## src/rtl/fb_pkg.sv

```systemverilog
// fb_pkg: shared types and constants for the framebuffer scanout path.
//   PIXEL_W        - RGB565 pixel width
//   BANK_ADDR_BITS - in-bank address width of the chained framebuffer BRAM
//   pixel_t        - one pixel word
//   state_e        - scanout controller states
package fb_pkg;
   localparam int PIXEL_W        = 16;
   localparam int BANK_ADDR_BITS = 8;
   typedef logic [PIXEL_W-1:0] pixel_t;
   typedef enum logic [1:0] {IDLE, RUN, DRAIN, DONE} state_e;
endpackage

```

## src/rtl/fb_scanout_pix_fifo2.sv

```systemverilog
// pix_fifo2: 2-entry first-word-fall-through pixel FIFO.
//   clk, rst_n  - clock, async active-low reset
//   flush       - synchronous empty
//   push, din   - write one pixel (caller guarantees no overflow)
//   pop         - consume head (caller guarantees non-empty)
//   dout        - head pixel, valid while count != 0
//   count       - occupancy 0..2
module pix_fifo2
   import fb_pkg::*;
(
   input  logic       clk,
   input  logic       rst_n,
   input  logic       flush,
   input  logic       push,
   input  logic       pop,
   input  pixel_t     din,
   output pixel_t     dout,
   output logic [1:0] count
);
   pixel_t     mem_q [2];
   pixel_t     mem_d [2];
   logic       wr_ptr_q, wr_ptr_d, rd_ptr_q, rd_ptr_d;
   logic [1:0] count_q, count_d;

   assign dout  = mem_q[rd_ptr_q];
   assign count = count_q;

   always_comb begin
      mem_d = mem_q;
      if (push) mem_d[wr_ptr_q] = din;
      wr_ptr_d = flush ? 1'b0 : wr_ptr_q ^ push;
      rd_ptr_d = flush ? 1'b0 : rd_ptr_q ^ pop;
      count_d  = flush ? 2'd0 : count_q + {1'b0, push} - {1'b0, pop};
   end

   always_ff @(posedge clk or negedge rst_n) begin
      if (!rst_n) begin
         mem_q    <= '{default: '0};
         wr_ptr_q <= 1'b0;
         rd_ptr_q <= 1'b0;
         count_q  <= 2'd0;
      end else begin
         mem_q    <= mem_d;
         wr_ptr_q <= wr_ptr_d;
         rd_ptr_q <= rd_ptr_d;
         count_q  <= count_d;
      end
   end
endmodule

```

## src/rtl/fb_scanout_ctrl.sv

```systemverilog
// fb_scanout_ctrl: streams a run of framebuffer pixels from the banked BRAM to the display driver.
//   clk, rst_n               - clock, async active-low reset
//   start, abort             - begin a run (IDLE only) / flush to IDLE
//   start_addr, length       - run descriptor, latched on start
//   busy, done               - run in progress / one-cycle completion pulse
//   mem_raddr, mem_ren       - BRAM read port
//   mem_rdata                - BRAM data, one cycle after the address
//   pix_data/valid/ready/last - pixel stream to the display driver
module fb_scanout_ctrl
   import fb_pkg::*;
#(
   parameter int ADDR_BITS = 9,
   parameter int LEN_BITS  = ADDR_BITS + 1
) (
   input  logic                 clk,
   input  logic                 rst_n,
   input  logic                 start,
   input  logic                 abort,
   input  logic [ADDR_BITS-1:0] start_addr,
   input  logic [LEN_BITS-1:0]  length,
   output logic                 busy,
   output logic                 done,
   output logic [ADDR_BITS-1:0] mem_raddr,
   output logic                 mem_ren,
   input  pixel_t               mem_rdata,
   output pixel_t               pix_data,
   output logic                 pix_valid,
   input  logic                 pix_ready,
   output logic                 pix_last
);
   state_e               state_q, state_d;
   logic [ADDR_BITS-1:0] addr_q, addr_d, raddr_q, raddr_d;
   logic [LEN_BITS-1:0]  issue_rem_q, issue_rem_d, out_rem_q, out_rem_d;
   logic                 inflight_q, inflight_d;
   logic [1:0]           fifo_count;
   logic                 pop, push, credit_ok, bank_ok, issue;

   assign pix_valid = fifo_count != 2'd0;
   assign pop       = pix_valid && pix_ready;
   assign pix_last  = pix_valid && out_rem_q == LEN_BITS'(1);
   assign push      = inflight_q && !abort;
   // Occupancy + in-flight - pop < 2, rearranged to avoid underflow.
   assign credit_ok = ({1'b0, fifo_count} + {2'b0, inflight_q}) < (3'd2 + {2'b0, pop});
   // The BRAM output mux follows the current bank select, so a capture cycle
   // may not move to another bank; after an in-bank address of FF we hold.
   assign bank_ok   = !inflight_q || raddr_q[BANK_ADDR_BITS-1:0] != '1;
   assign issue     = state_q == RUN && issue_rem_q != '0 && credit_ok && bank_ok && !abort;
   assign mem_ren   = issue || inflight_q;
   assign mem_raddr = issue ? addr_q : raddr_q;
   assign busy      = state_q == RUN || state_q == DRAIN;
   assign done      = state_q == DONE;

   always_comb begin
      state_d     = state_q;
      addr_d      = issue ? addr_q + ADDR_BITS'(1) : addr_q;
      issue_rem_d = issue ? issue_rem_q - LEN_BITS'(1) : issue_rem_q;
      out_rem_d   = pop ? out_rem_q - LEN_BITS'(1) : out_rem_q;
      raddr_d     = mem_raddr;
      inflight_d  = issue;
      case (state_q)
         IDLE: if (start) begin
            addr_d      = start_addr;
            issue_rem_d = length;
            out_rem_d   = length;
            state_d     = length != '0 ? RUN : DONE;
         end
         RUN:     state_d = issue && issue_rem_q == LEN_BITS'(1) ? DRAIN : RUN;
         DRAIN:   state_d = pop && pix_last ? DONE : DRAIN;
         default: state_d = IDLE;
      endcase
      if (abort) begin
         state_d     = IDLE;
         issue_rem_d = '0;
         out_rem_d   = '0;
      end
   end

   always_ff @(posedge clk or negedge rst_n) begin
      if (!rst_n) begin
         state_q     <= IDLE;
         addr_q      <= '0;
         raddr_q     <= '0;
         issue_rem_q <= '0;
         out_rem_q   <= '0;
         inflight_q  <= 1'b0;
      end else begin
         state_q     <= state_d;
         addr_q      <= addr_d;
         raddr_q     <= raddr_d;
         issue_rem_q <= issue_rem_d;
         out_rem_q   <= out_rem_d;
         inflight_q  <= inflight_d;
      end
   end

   pix_fifo2 u_fifo (
      .clk   (clk),
      .rst_n (rst_n),
      .flush (abort),
      .push  (push),
      .pop   (pop),
      .din   (mem_rdata),
      .dout  (pix_data),
      .count (fifo_count)
   );
endmodule
```

## config.mk

```make
export PLATFORM = sky130hd
export DESIGN_NAME = fb_scanout_ctrl
export DESIGN_NICKNAME = d
export VERILOG_FILES = /design/src/rtl/fb_pkg.sv /design/src/rtl/fb_scanout_pix_fifo2.sv /design/src/rtl/fb_scanout_ctrl.sv
export SDC_FILE = /design/constraint.sdc
export NUM_CORES = 1
export LEC_CHECK = 0
export CAP_MARGIN = 20
export CORE_ASPECT_RATIO = 1.2
export CORE_UTILIZATION = 53
export DETAILED_ROUTE_END_ITERATION = 12
export PLACE_DENSITY = 0.79
export SYNTH_ARGS = -nofsm -noshare
export SYNTH_HDL_FRONTEND = slang
export SYNTH_SLANG_ARGS = --single-unit
```

## constraint.sdc

```tcl
create_clock -name clk -period 3.03 [get_ports clk]
set_input_delay 0.606 -clock clk [delete_from_list [all_inputs] [get_ports clk]]
set_output_delay 0.606 -clock clk [all_outputs]
set_load 0.1 [all_outputs]
```

# [Word-level counts from Yosys, hierarchy flattened]
# Index checks and enable logic that the tools add are counted.
[totals] mem_bits_rw=0 mem_count=0 output_inout_bits=30 mem_bits_ro=0 regBits=77 latch_bits=0
[classes] add_sub_neg=7 n_eq_ne=7 shifts=0 n_mux=27 n_div=0 reduce_logical=19 n_lt_le_gt_ge=4 multipliers=0 n_bitwise=4
[op_table] cell="2-to-1 mux 10 bit" count=8
[op_table] cell="2-to-1 mux 16 bit" count=4
[op_table] cell="2-to-1 mux 9 bit" count=4
[op_table] cell="bitwise mux 32 bit" count=1
[op_table] cell="equality test 10 x 1 -> 1 bit (second input constant)" count=2
[op_table] cell="nonzero test 10 bit" count=2
[op_table] cell="subtractor 10 x 1 -> 10 bit (second input constant)" count=2
[op_table] cell="demux 16 bit (select 1 bit)" count=1
[op_table] cell="logical AND 1 bit" count=10
[op_table] cell="2-to-1 mux 2 bit" count=5
[op_table] cell="adder 9 x 1 -> 9 bit (second input constant)" count=1
[op_table] cell="!= test 8 bit (second input constant)" count=1
[op_table] cell="case mux 2 bit (3 select lines)" count=1
[op_table] cell="equality test 2 bit (second input constant)" count=2
[op_table] cell="greater-or-equal comparator 2 bit (second input constant)" count=2
[op_table] cell="NOT 1 -> 2 bit" count=2
[op_table] cell="adder 2 x 1 -> 3 bit" count=1
[op_table] cell="adder 2 x 1 -> 3 bit (first input constant)" count=1
[op_table] cell="logical OR 1 bit" count=3
[op_table] cell="< comparator 3 bit" count=1
[op_table] cell="2-to-1 mux 1 bit" count=3
[op_table] cell="!= test 3 bit (second input constant)" count=1
[op_table] cell="adder 2 x 1 -> 2 bit" count=1
[op_table] cell="equality test 2 x 1 -> 1 bit (second input constant)" count=1
[op_table] cell="6 further kinds" count=8

# [Longest topological paths before layout]
[logic_depth] ltp_word=11 depth_mapped=9 mapped_depth_nobuf=8

# [Modules after synthesis]
# Synthesis repeated with hierarchy kept, for this count alone.
[unflattened] cells_unflattened=360 area_unflattened_um2=4140.2
[modules_own_cells] mod="fb_scanout_ctrl" area_per_inst_um2=2386.0 cells_each=257 instances=1
[modules_own_cells] mod="pix_fifo2" area_per_inst_um2=1754.2 cells_each=103 instances=1

# [Worst setup path after synthesis]
# Ideal clock, no wire load.
[synth_timing] path_type="register to output" start="register inflight_q" end="output mem_raddr[0]" setup_slack_ps=-111 arrival_ps=2535 path_buffers=1 path_stages_with_launch=10 path_cell_list="dfrtp_1 > ha_1 > ha_1 > nand2_1 > o2111a_1 > nand3_1 > inv_2 > clkbuf_1 > nand2_1 > nand2_1"
[synth_between] elab_chain_len=6 elab_cells_between_ends=8 classes_between="add/sub: 1; order compare: 1; mux: 1; reduce/logical: 5"
[synth_rtl] item="start, declared" line_no="fb_scanout_ctrl.sv:34" source="logic inflight_q, inflight_d;"
[synth_rtl] item="start signal, assigned" line_no="fb_scanout_ctrl.sv:92" source="inflight_q <= inflight_d;"
[synth_rtl] item="adder 2 x 1 -> 3 bit" line_no="fb_scanout_ctrl.sv:43" source="assign credit_ok = ({1'b0, fifo_count} + {2'b0, inflight_q}) < (3'd2 + {2'b0, pop});"
[synth_rtl] item="< comparator 3 bit" line_no="fb_scanout_ctrl.sv:43"
[synth_rtl] item="logical AND 1 bit" line_no="fb_scanout_ctrl.sv:47" source="assign issue = state_q == RUN && issue_rem_q != '0 && credit_ok && bank_ok && !abort;"
[synth_rtl] item="logical AND 1 bit * (2 in series)" line_no="fb_scanout_ctrl.sv:47"
[synth_rtl] item="named net inflight_d" line_no="fb_scanout_ctrl.sv:34"
[synth_rtl] item="2-to-1 mux 9 bit *" line_no="fb_scanout_ctrl.sv:49" source="assign mem_raddr = issue ? addr_q : raddr_q;"
[synth_rtl] item="end, declared" line_no="fb_scanout_ctrl.sv:23" source="output logic [ADDR_BITS-1:0] mem_raddr,"
# Mark *: on every way through the listed nets, which the timed path passes. The rest lies on a longest branch.

# [Worst setup path in the final report]
[layout_timing] start="register inflight_q" end="output mem_raddr[4]"
[layout_between] elab_chain_len=6 elab_cells_between_ends=8 classes_between="add/sub: 1; order compare: 1; mux: 1; reduce/logical: 5"
[layout_rtl] item="adder 2 x 1 -> 3 bit" line_no="fb_scanout_ctrl.sv:43"
[layout_rtl] item="< comparator 3 bit" line_no="fb_scanout_ctrl.sv:43"
[layout_rtl] item="logical AND 1 bit" line_no="fb_scanout_ctrl.sv:47"
[layout_rtl] item="logical AND 1 bit * (2 in series)" line_no="fb_scanout_ctrl.sv:47"
[layout_rtl] item="2-to-1 mux 9 bit *" line_no="fb_scanout_ctrl.sv:49"
# Every way passes the cells marked *; elsewhere a longest branch is shown, timed or not.

==> metrics.md <==
| Metric | Value |
|---|---|
| Ys async rst share | `1.00` |
| GRT Util Overall | `0.237` |
| Crit. End Element | `primary output` |
| Routed wl met3 | `between 500 and 600 um` |
| Comb pwr share | `0.580` |
| Max VDD drop | `between 0.0009 and 0.001 V` |
| Ports | `70` |
| Multi-input gate area | `0.00197 sq mm` |
| FF+latch area | `~0.0019 sq mm` |
| First-pass GRT wire length | `about 14,000 um` |
| PD cells | `about 1100 mW/mm^2` |
| Drt via density | `between 5 and 6` |
| # fillers | `about 520` |
| Clock Latency Late Sink | `around 0.35 ns` |
| Core ar. | `around 0.0072 sq mm` |
| Register area share after synthesis | `0.486` |
| Die Y | `approximately 97 um` |
| Synth Net Count | `~420` |
| Final hold viol count | `0` |
| Clock power frac | `0.145` |
| Syn Area/Cell | `around 11 sq um` |
| Die W | `~80 um` |
| Max-cap viol count | `0` |
| Prevailing post-synth register cell | `dfrtp_1` |
| Wirelength per Cell | `16.2 um` |
| CTS H-tree depth | `3` |
| Worst slew margin | `0.360` |
| Internal power | `2770 uW` |
| Worst-Margin Slew | `0.959 ns` |
| Crit Path Category | `reg2out` |
| Switching power share of the total | `0.515` |
| Fmax | `341 MHz` |
| Sequential share of power | `0.275` |
| Max stage delay on crit path | `around 0.42 ns` |
| Post-DRT Antenna Nets | `0` |
| Post-Place Worst Slack | `about 0.13 ns` |
| Top delay family on crit path | `adder cells` |
| Starting Density | `0.548` |
| Switching pwr | `just under 3000 uW` |
| Status | `completed` |
| CP Max Fanout | `11` |
| CTS Buf Count | `9` |
| Critical Path Start Type | `flop` |
| RSZ-0062 raised after global routing | `no` |
| CP most frequent cell | `ha_1` |
| Layout cell share with drive strength beyond 1 | `0.290` |
| Drt total wl | `between 8000 and 9000 um` |
| Final setup fails | `0` |
| Dpl hpwl | `between 6000 and 7000 um` |
| Fin util | `0.707` |
| Final Max Slew Viols | `0` |
| Post-Syn Area | `about 0.0040 sq mm` |
| Total grt overflow | `0` |
| Root buffer cell | `clkbuf_8` |
| Post-Synthesis Cells | `368` |
| CTS sink cnt | `77` |
| LEAKAGE | `approximately 0.0022 uW` |
| Final setup margin | `between 0.09 and 0.1 ns` |
| Vias in the first global route | `3,021` |
| WL met2 | `4450 um` |
| Buffers & Inverters on Critical Path | `3` |
| Distinct cells, synth | `46` |
| CTS clk-pin slew, worst paths | `approximately 0.1 ns` |
| Initial antenna violation count | `0` |
| Nets | `between 500 and 600` |
| DR top layer | `met4` |
| N_diodes | `0` |
| Worst-case clock buffer depth | `2` |
| Post-synth EDFFs | `0` |
| Synthesized flop and latch total | `between 70 and 80` |
| Drt pass-1 iters | `4` |
| 1st-iter DRT viols | `approximately 180` |
| Worst Hold Slack | `approximately 0.38 ns` |
| Gpl congestion | `0.912` |
| Final period utilization | `0.967` |
| Layout area overhead | `29.1%` |
| Setup TNS | `0 ns` |
| Highest-count cells in the layout ignoring fill and taps | `dfrtp_1, mux2_2, clkdlybuf4s50_1` |
| Synth Warn # | `0` |
| Met1 wire length | `roughly 3600 um` |
| Most common cell after layout, fill and taps aside | `dfrtp_1` |
| Worst EP required | `2.42 ns` |
| Via count | `slightly above 3,000` |
| Crit-path cells | `ha_1, ha_1, inv_1, o2111a_2, nand3_4, buf_6, nand2_1, nand2_2, buf_12` |
| Num rows | `34` |
| WP data arrival | `2.33 ns` |
| Die Area | `roughly 0.0078 sq mm` |
| Slowest-stage cell, CP | `dfrtp_1` |
| CTS tree | `yes` |
| Number of remaining DRC errors | `0` |
| Final min period | `slightly below 3 ns` |
| Max Clock Skew | `0.0139 ns` |
| Hold/Removal Path Class | `in2async` |
| Maximum number of pins on one net before global-route repair | `around 80` |
| # port buffers | `69` |
==> worst register-to-register path, delay by kind of cell (launching register included) <==
| family | cells | cell delay, ns |
|---|---|---|
| AND/OR/NAND/NOR | 2 | 0.61 |
| adder cells (fa/ha/maj) | 2 | 0.53 |
| AO/OA/AOI/OAI | 2 | 0.45 |
| flip-flops | 1 | 0.42 |
| buffers and inverters | 2 | 0.34 |
==> logic make-up (layout without fill, tap and decap cells) <==
logic type	after synthesis	count (layout)	synth area share
compound gates	58	58	0.0991
xor+xnor	21	21	0.0464
fa+ha+maj	15	15	0.0474
buf+inv	29	112	0.0281
flops	77	77	0.486
mux	48	48	0.136
simple gates	120	120	0.156
==> final timing paths <==
kind,startpoint,endpoint,slack (ns),cells past startpoint
min in group clk,u_fifo.mem_q[24],u_fifo.mem_q[24],0.51,1
min reg2reg,u_fifo.mem_q[24],u_fifo.mem_q[24],0.51,1
max reg2reg,inflight_q,addr_q[7],0.61,8
max,inflight_q,mem_raddr[4],0.1,9
max in group asynchronous,rst_n,u_fifo.mem_q[29],2.01,1
min,rst_n,u_fifo.mem_q[15],0.38,1
==> synth_stat cells (2+ instances only) <==
cell type	n	area [sq um]
nand4_1	7	43.8
or4_1	4	30.0
and2_1	2	12.5
or3_1	6	37.5
mux2_2	48	541
inv_1	10	37.5
dfrtp_1	77	1930
nand3_1	7	35.0
nor3_1	8	40.0
nor4b_1	2	17.5
inv_2	2	7.51
o21bai_1	9	67.6
nand2_1	47	176
nor2_1	15	56.3
o41ai_1	2	17.5
nor2b_1	5	31.3
nand2b_1	2	12.5
a21oi_1	16	80.1
o21ai_0	9	45.0
clkbuf_1	14	52.6
a31oi_1	9	56.3
nor4_2	2	25.0
ha_1	15	188
nor4_1	6	37.5
o31ai_1	3	22.5
xor2_1	8	70.1
buf_2	2	10.0
xnor2_1	13	114
==> registers in the layout, indices dropped and copies added (netlist names) <==
register,count
u_fifo.mem_q,32
issue_rem_q,10
out_rem_q,10
addr_q,9
raddr_q,9
state_q,2
u_fifo.count,2
inflight_q,1
u_fifo.rd_ptr_q,1
u_fifo.wr_ptr_q,1
==> through the flow <==
step	area (sq um)	total power, uW	instances
floorplan	3990	4000	368
CTS	5090	5720	539
global placement	4840	4810	519
finish	5120	5700	541
detailed placement	4840	4870	519
global route	5120	5970	541
==> power groups by stage <==
stage	combinational, uW	sequential (uW)	clock (uW)
CTS	3310	1570	845
global route	3460	1620	891
floorplan	2510	1500	0
finish	3310	1570	826
global placement	3240	1570	0
detailed placement	3280	1590	0
==> per-layer routing <==
metal / up-vias / track usage
li1: 1472 / -
met1: 1502 / 0.301
met2: 98 / 0.397
met3: 12 / 0.0500
met4: 0 / 0.0755
met5: - / 0
==> what timing repair did <==
item	in CTS	in global routing
setup buffers	3	2
endpoints found under the setup margin	9	10
hold buffers	0	0
cloned	1	0
resized for setup	3	4
==> area by class of cell <==
class	count	share of cell area
clock buffer	9	0.0242
clock inverter	7	0.0166
inverter	12	0.00978
multi-input combinational	262	0.384
sequential	77	0.377
tap	90	0.0220
timing repair buffer	84	0.167
Power figures use the tool's default switching activity.
